$ cat src/rtl/countdown_timer.sv
// rtl/countdown_timer.sv - loadable, prescaled down-counter timer with optional auto-reload
// Counts a loaded value to zero at one step per prescale_i+1 cycles and pulses done_o at expiry.
module countdown_timer #(
  parameter int COUNTER_WIDTH  = 8,
  parameter int PRESCALE_WIDTH = 4
) (
  input  logic                      clk_i,
  input  logic                      rst_ni,
  input  logic                      load_i,
  input  logic [COUNTER_WIDTH-1:0]  load_val_i,
  input  logic [PRESCALE_WIDTH-1:0] prescale_i,
  input  logic                      start_i,
  input  logic                      stop_i,
  input  logic                      auto_reload_i,
  output logic [COUNTER_WIDTH-1:0]  count_o,
  output logic                      busy_o,
  output logic                      done_o
);

  typedef enum logic {
    IDLE = 1'b0,
    RUN  = 1'b1
  } state_e;

  localparam logic [COUNTER_WIDTH-1:0] COUNT_ONE = COUNTER_WIDTH'(1);

  state_e                      state_q,  state_d;
  logic [COUNTER_WIDTH-1:0]    count_q,  count_d;
  logic [COUNTER_WIDTH-1:0]    reload_q, reload_d;
  logic [PRESCALE_WIDTH-1:0]   presc_q,  presc_d;
  logic                        done_q,   done_d;

  always_comb begin
    state_d  = state_q;
    count_d  = count_q;
    reload_d = reload_q;
    presc_d  = presc_q;
    done_d   = 1'b0;

    if (stop_i) begin
      state_d = IDLE;
      presc_d = '0;
    end else if (load_i) begin
      count_d  = load_val_i;
      reload_d = load_val_i;
      presc_d  = '0;
    end else if (start_i && (state_q == IDLE)) begin
      if (count_q != '0) begin
        state_d = RUN;
        presc_d = '0;
      end else begin
        done_d = 1'b1;
      end
    end else if (state_q == RUN) begin
      // >= rather than == so lowering prescale_i mid-period cannot skip the tick
      if (presc_q >= prescale_i) begin
        presc_d = '0;
        if (count_q > COUNT_ONE) begin
          count_d = count_q - COUNT_ONE;
        end else if (count_q == COUNT_ONE) begin
          done_d = 1'b1;
          if (auto_reload_i && (reload_q != '0)) begin
            count_d = reload_q;
          end else begin
            count_d = '0;
            state_d = IDLE;
          end
        end else begin
          // Only reachable after loading 0 while running: drop back quietly, never underflow
          state_d = IDLE;
        end
      end else begin
        presc_d = presc_q + 1'b1;
      end
    end
  end

  always_ff @(posedge clk_i) begin
    if (!rst_ni) begin
      state_q  <= IDLE;
      count_q  <= '0;
      reload_q <= '0;
      presc_q  <= '0;
      done_q   <= 1'b0;
    end else begin
      state_q  <= state_d;
      count_q  <= count_d;
      reload_q <= reload_d;
      presc_q  <= presc_d;
      done_q   <= done_d;
    end
  end

  assign count_o = count_q;
  assign busy_o  = (state_q == RUN);
  assign done_o  = done_q;

endmodule
$ cat config.mk
export PLATFORM = sky130hd
export DESIGN_NAME = countdown_timer
export DESIGN_NICKNAME = d
export VERILOG_FILES = /design/src/rtl/countdown_timer.sv
export SDC_FILE = /design/constraint.sdc
export NUM_CORES = 1
export LEC_CHECK = 0
export ABC_CLOCK_PERIOD_IN_PS = 2670
export BUFFER_PORTS_ARGS = -buffer_cell sky130_fd_sc_hd__clkbuf_2
export CAP_MARGIN = 10
export CORE_AREA = 8 8 69 56
export CTS_CLUSTER_DIAMETER = 60
export DETAILED_ROUTE_END_ITERATION = 8
export DIE_AREA = 0 0 77 64
export GPL_TIMING_DRIVEN = 0
export PLACE_DENSITY_LB_ADDON = 0.3
export REMOVE_ABC_BUFFERS = 1
export SLEW_MARGIN = 20
export SYNTH_ARGS = -nofsm -noshare
export SYNTH_HDL_FRONTEND = slang
export SYNTH_SLANG_ARGS = --single-unit
$ cat constraint.sdc
create_clock -name clk_i -period 2.67 [get_ports clk_i]
set_input_delay 0.267 -clock clk_i [delete_from_list [all_inputs] [get_ports clk_i]]
set_output_delay 0.267 -clock clk_i [all_outputs]
set_load 0.005 [all_outputs]
After elaboration in Yosys (flattened, before gate mapping):

Cells that the tools add are included.

* memories kept: 0
* RAM bits: 0
* bits in read-only memories: 0
* flip-flop bits (word level): 22
* bits in latches: 0
* input bits: 18
* output and inout bits: 10

* equal/unequal tests: 3
* magnitude comparators: 2
* multiply operators: 0
* div/mod/pow operators: 0
* reductions and logical operators: 14
* $add $sub $neg: 2
* mux-type cells: 24
* bitwise operators: 4
* shifts and indexed selects: 0

Operator list (count)
* $mux W8: 7
* $mux W4: 4
* $reduce_bool A8 Y1: 2
* $mux W1: 13
* $eq A8 B1 Y1 const B: 1
* $gt A8 B1 Y1 const B: 1
* $sub A8 B1 Y8 const B: 1
* $reduce_and A2 Y1: 3
* $reduce_bool A2 Y1: 3
* $reduce_and A5 Y1: 1
* $add A4 B1 Y4 const B: 1
* $ge A4 B4 Y1: 1
* $not A1 Y1: 4
* $reduce_bool A3 Y1: 1
* $reduce_or A3 Y1: 1
* $logic_and A1 B1 Y1: 2
* $ne A2 B1 Y1 const B: 1
* $ne A2 B2 Y1 const B: 1
* $reduce_or A2 Y1: 1

Depth between registers and ports, before layout:

* depth after elaboration: 9
* depth in mapped cells: 8
* depth with buffers taken out: 7

Worst setup path before layout:

OpenSTA, ideal clock, no wires.

* path type: register -> register
* start: register count_q[0], in the netlist count_o[0]
* end: register count_q[2], in the netlist count_o[2]
* library setup time: 0.075 ns
* data required time: 2.595 ns
* period minus slack after synthesis: 1.977 ns
* path buffers: 1
* data arrival time: 1.902 ns
* path slack: 0.693 ns
* cell stages (with the launch flop): 9
* path through: dfxtp_1 -> inv_1 -> ha_1 -> nor2b_1 -> a311o_1 -> o31ai_4 -> buf_6 -> nand3_1 -> o22ai_1

* longest elaborated chain between the ends: 6
* elaborated cells on any way between the ends: 10
* classes of those cells: add/sub (1); order compare (1); eq/ne (1); mux (5); reduce/logical (2)

RTL lines
* from (decl): RTL line 28 `logic [COUNTER_WIDTH-1:0] count_q, count_d;`
* from (signal assigned): RTL line 87 `count_q <= count_d;`
* $sub A8 B1 Y8 / $gt A8 B1 Y1 (equally long branches): RTL line 59, 58
* $mux W8: RTL line 58 `if (count_q > COUNT_ONE) begin`
* $mux W8: RTL line 56 `if (presc_q >= prescale_i) begin`
* $mux W8: RTL line 54 `end else if (state_q == RUN) begin`
* $mux W8: RTL line 47 `end else if (start_i && (state_q == IDLE)) begin`
* $mux W8: RTL line 43 `end else if (load_i) begin`

Parallel ways exist; a longest one is shown, timed or not. The select of a mux whose other input is x is not followed.
A chain may end at the register's enable or synchronous reset.

Worst setup path after layout:

* start: register count_q[0], in the netlist count_o[0]
* end: register count_q[0], in the netlist count_o[0]

Same word-level chain as after synthesis.

==> flow_summary.toml <==
[yosys]
avgSynthCellArea_sq_um = 7.95
synth_top_area_frac = 0.309
netlist_area_sq_mm = 0.00142
synth-edff-count = 0
yosysTopAreaCell = "dfxtp_1"
synth_area_leaders = "dfxtp_1, nand2_1, ha_1, a21boi_0, a21oi_1"
synthArstFlopShare = 0
syn_inst = 179
synth_seq_area_share = 0.309
ys_ff_latch = 22
post_synth_num_cell_types = 47
synth_warnings = 0
ys.flop_type = "dfxtp_1"

[global_route]
grt_pass1_vias = 1436
globalRouteTotalUtil = 0.157
grt_pass1_wl_mm = 6.53
antenna_found_initial = 0
gr-total-overflow = 0
grt_max_degree = 22

[clocking]
clockBufferDepth = 2
clock_sinks = 22
clk_latency_ps = 270
cts_tree = "built"
htreeDepth = 1
clockRootBuffer = "clkbuf_8"
cts_resized = 0
numCtsBuffers = 3
clk_pin_slew_ps = 90

[detailed_routing]
first_pass_iters = 4
wirelength_mm = 3.90
vias = 1421
drc = 0
final_antenna_net_count = 0
vias_per_cell = 5.92
wl_per_cell_um = 16.3
drt_iter0_markers = 213

[finish]
final_core_util = 0.585
nFillCells = 274
n_antenna_cell = 0
area_growth_pct = 15.3
register_area_sq_um = 440
nets = 229
drive_above_1_share = 0.208
multiInputGateArea_sq_um = 895
final_cell_mix = "nand2_1, clkbuf_2, dfxtp_1"
mostFrequentLayoutCell = "nand2_1"
stdcell_count = 240

[timing]
tns_ps = 0
period_share = 0.894
hold_viol_final = 0
fin_crit_ps = 2390
rsz0062_at_grt = "no"
worst_slack_ps = 283
setup_viol = 0
fin_worst_skew_ps = 7.22
slew_headroom = 0.573
holdWs_ps = 246
tightest_slew_ps = 639
timing.fmax_mhz = 419
drv_slew = 0

[worst_hold_path]
worstHoldEndpoint = "reload_q[4]$_SDFFE_PN0P_"
worstHoldStart = "load_val_i[4]"
worstHoldPathCells = 3
min_path_type = "in2reg"

[floorplanning]
die_w_um = 77
die_h_um = 64
rows = 17
start_util = 0.507
ios = 28
die_area_sq_mm = 0.00493
fp.coreArea_sq_mm = 0.00281

[job]
maxCapViolations = 0

[placement]
place_congestion = 0.859
dpl_worst_slack_ps = 176
port_buffers = 27
hpwlAfterDp_mm = 2.78
placed_cells = 233

[power_and_ir_drop]
p_leak_nw = 0.680
powerDensity_mw_per_mm2 = 504
ir_worst_vdd_mv = 0.347

[status]
status = "complete, no violations"

[setup_path]
slowest_delay_ps = 520
r2r_start = "count_o[0]$_SDFFE_PN0P_"
cp_max_fo = 12
path_cells = "inv_1, ha_1, nor2b_1, a311o_1, o31ai_4, buf_12, nand2_1, o32ai_1"
rrSetupSlack_ps = 280
crit_family = "compound AO/OA/AOI/OAI gates"
timing.rr.end = "count_o[0]$_SDFFE_PN0P_"
worstSetupPathType = "reg2reg"
critical_path_depth = 8
cp_slowest_cell = "dfxtp_1"
r2r_cells = 8
cp-start-kind = "register"
arrival_ps = 2560
required_ps = 2840
path_buf_inv = 2
endpoint_kind = "register"
-- registers in the layout (all words and copies together), names as in the netlist --
name and flops:
count_o 8, reload_q 8, presc_q 4, busy_o 1
done_o 1
-- tightest hold or removal path: stages --
cell	delay, ps
clkbuf_2	90
nand2_1	50
a21boi_0	60
-- through the flow --
| step | cell area (sq um) | power [mW] |
|---|---|---|
| after global routing | 1640 | 0.870 |
| final | 1640 | 0.828 |
| after floorplan | 1370 | 0.508 |
| after CTS | 1610 | 0.824 |
| after detailed placement | 1550 | 0.577 |
| after global placement | 1550 | 0.571 |
-- where the power goes --
part | internal [mW] | switching (mW)
registers | 0.343 | 0.0255
logic | 0.0933 | 0.120
clock network | 0.132 | 0.114
-- Yosys cell counts (3+ instances only) --
cell type  number
nand3_1         5
inv_1           9
a31oi_1         4
nand2_1        34
dfxtp_1        22
nor2_1          8
clkbuf_1        6
a21oi_1         9
nor2b_1         4
ha_1            8
o21ai_1         5
a311oi_1        3
nand2b_1        6
a21boi_0        9
o21ai_0         3
-- timing repair --
action | 4_1_cts | 5_1_grt
buffers inserted | 0 | 3
hold buffers | 0 | 0
endpoints found under the setup margin | 0 | 4
-- cells by family (layout without fill, tap and decap cells) --
family / after synthesis / count (layout) / share of synthesized area
buffers and inverters: 20 / 43 / 0.0624
AND/OR/NAND/NOR: 72 / 72 / 0.252
adder cells (fa/ha/maj): 8 / 8 / 0.0703
flip-flops: 22 / 22 / 0.309
XOR/XNOR: 3 / 3 / 0.0185
AO/OA/AOI/OAI: 54 / 54 / 0.287
-- cell type report --
| class | count | area share |
|---|---|---|
| clock buffer | 4 | 0.0335 |
| inverter | 9 | 0.0206 |
| multi-input combinational | 137 | 0.545 |
| sequential | 22 | 0.268 |
| tap | 38 | 0.0290 |
| timing repair buffer | 30 | 0.104 |
-- how the worst max path moves through the flow --
stage	end	startpoint	slack [ps]
after floorplan	count_o[0]$_SDFFE_PN0P_	count_o[0]$_SDFFE_PN0P_	500
after global placement	count_o[0]$_SDFFE_PN0P_	count_o[0]$_SDFFE_PN0P_	220
after detailed placement	count_o[0]$_SDFFE_PN0P_	count_o[0]$_SDFFE_PN0P_	180
after CTS	count_o[0]$_SDFFE_PN0P_	count_o[0]$_SDFFE_PN0P_	130
after global routing	count_o[0]$_SDFFE_PN0P_	count_o[0]$_SDFFE_PN0P_	130
final	count_o[0]$_SDFFE_PN0P_	count_o[0]$_SDFFE_PN0P_	280
-- routing by layer --
metal | global-route usage | share of wire
met5 | 0 | 0
met4 | 0.0423 | 0.0064
met3 | 0.0335 | 0.078
met2 | 0.256 | 0.47
met1 | 0.205 | 0.45
(Power assumes the default switching activity.)
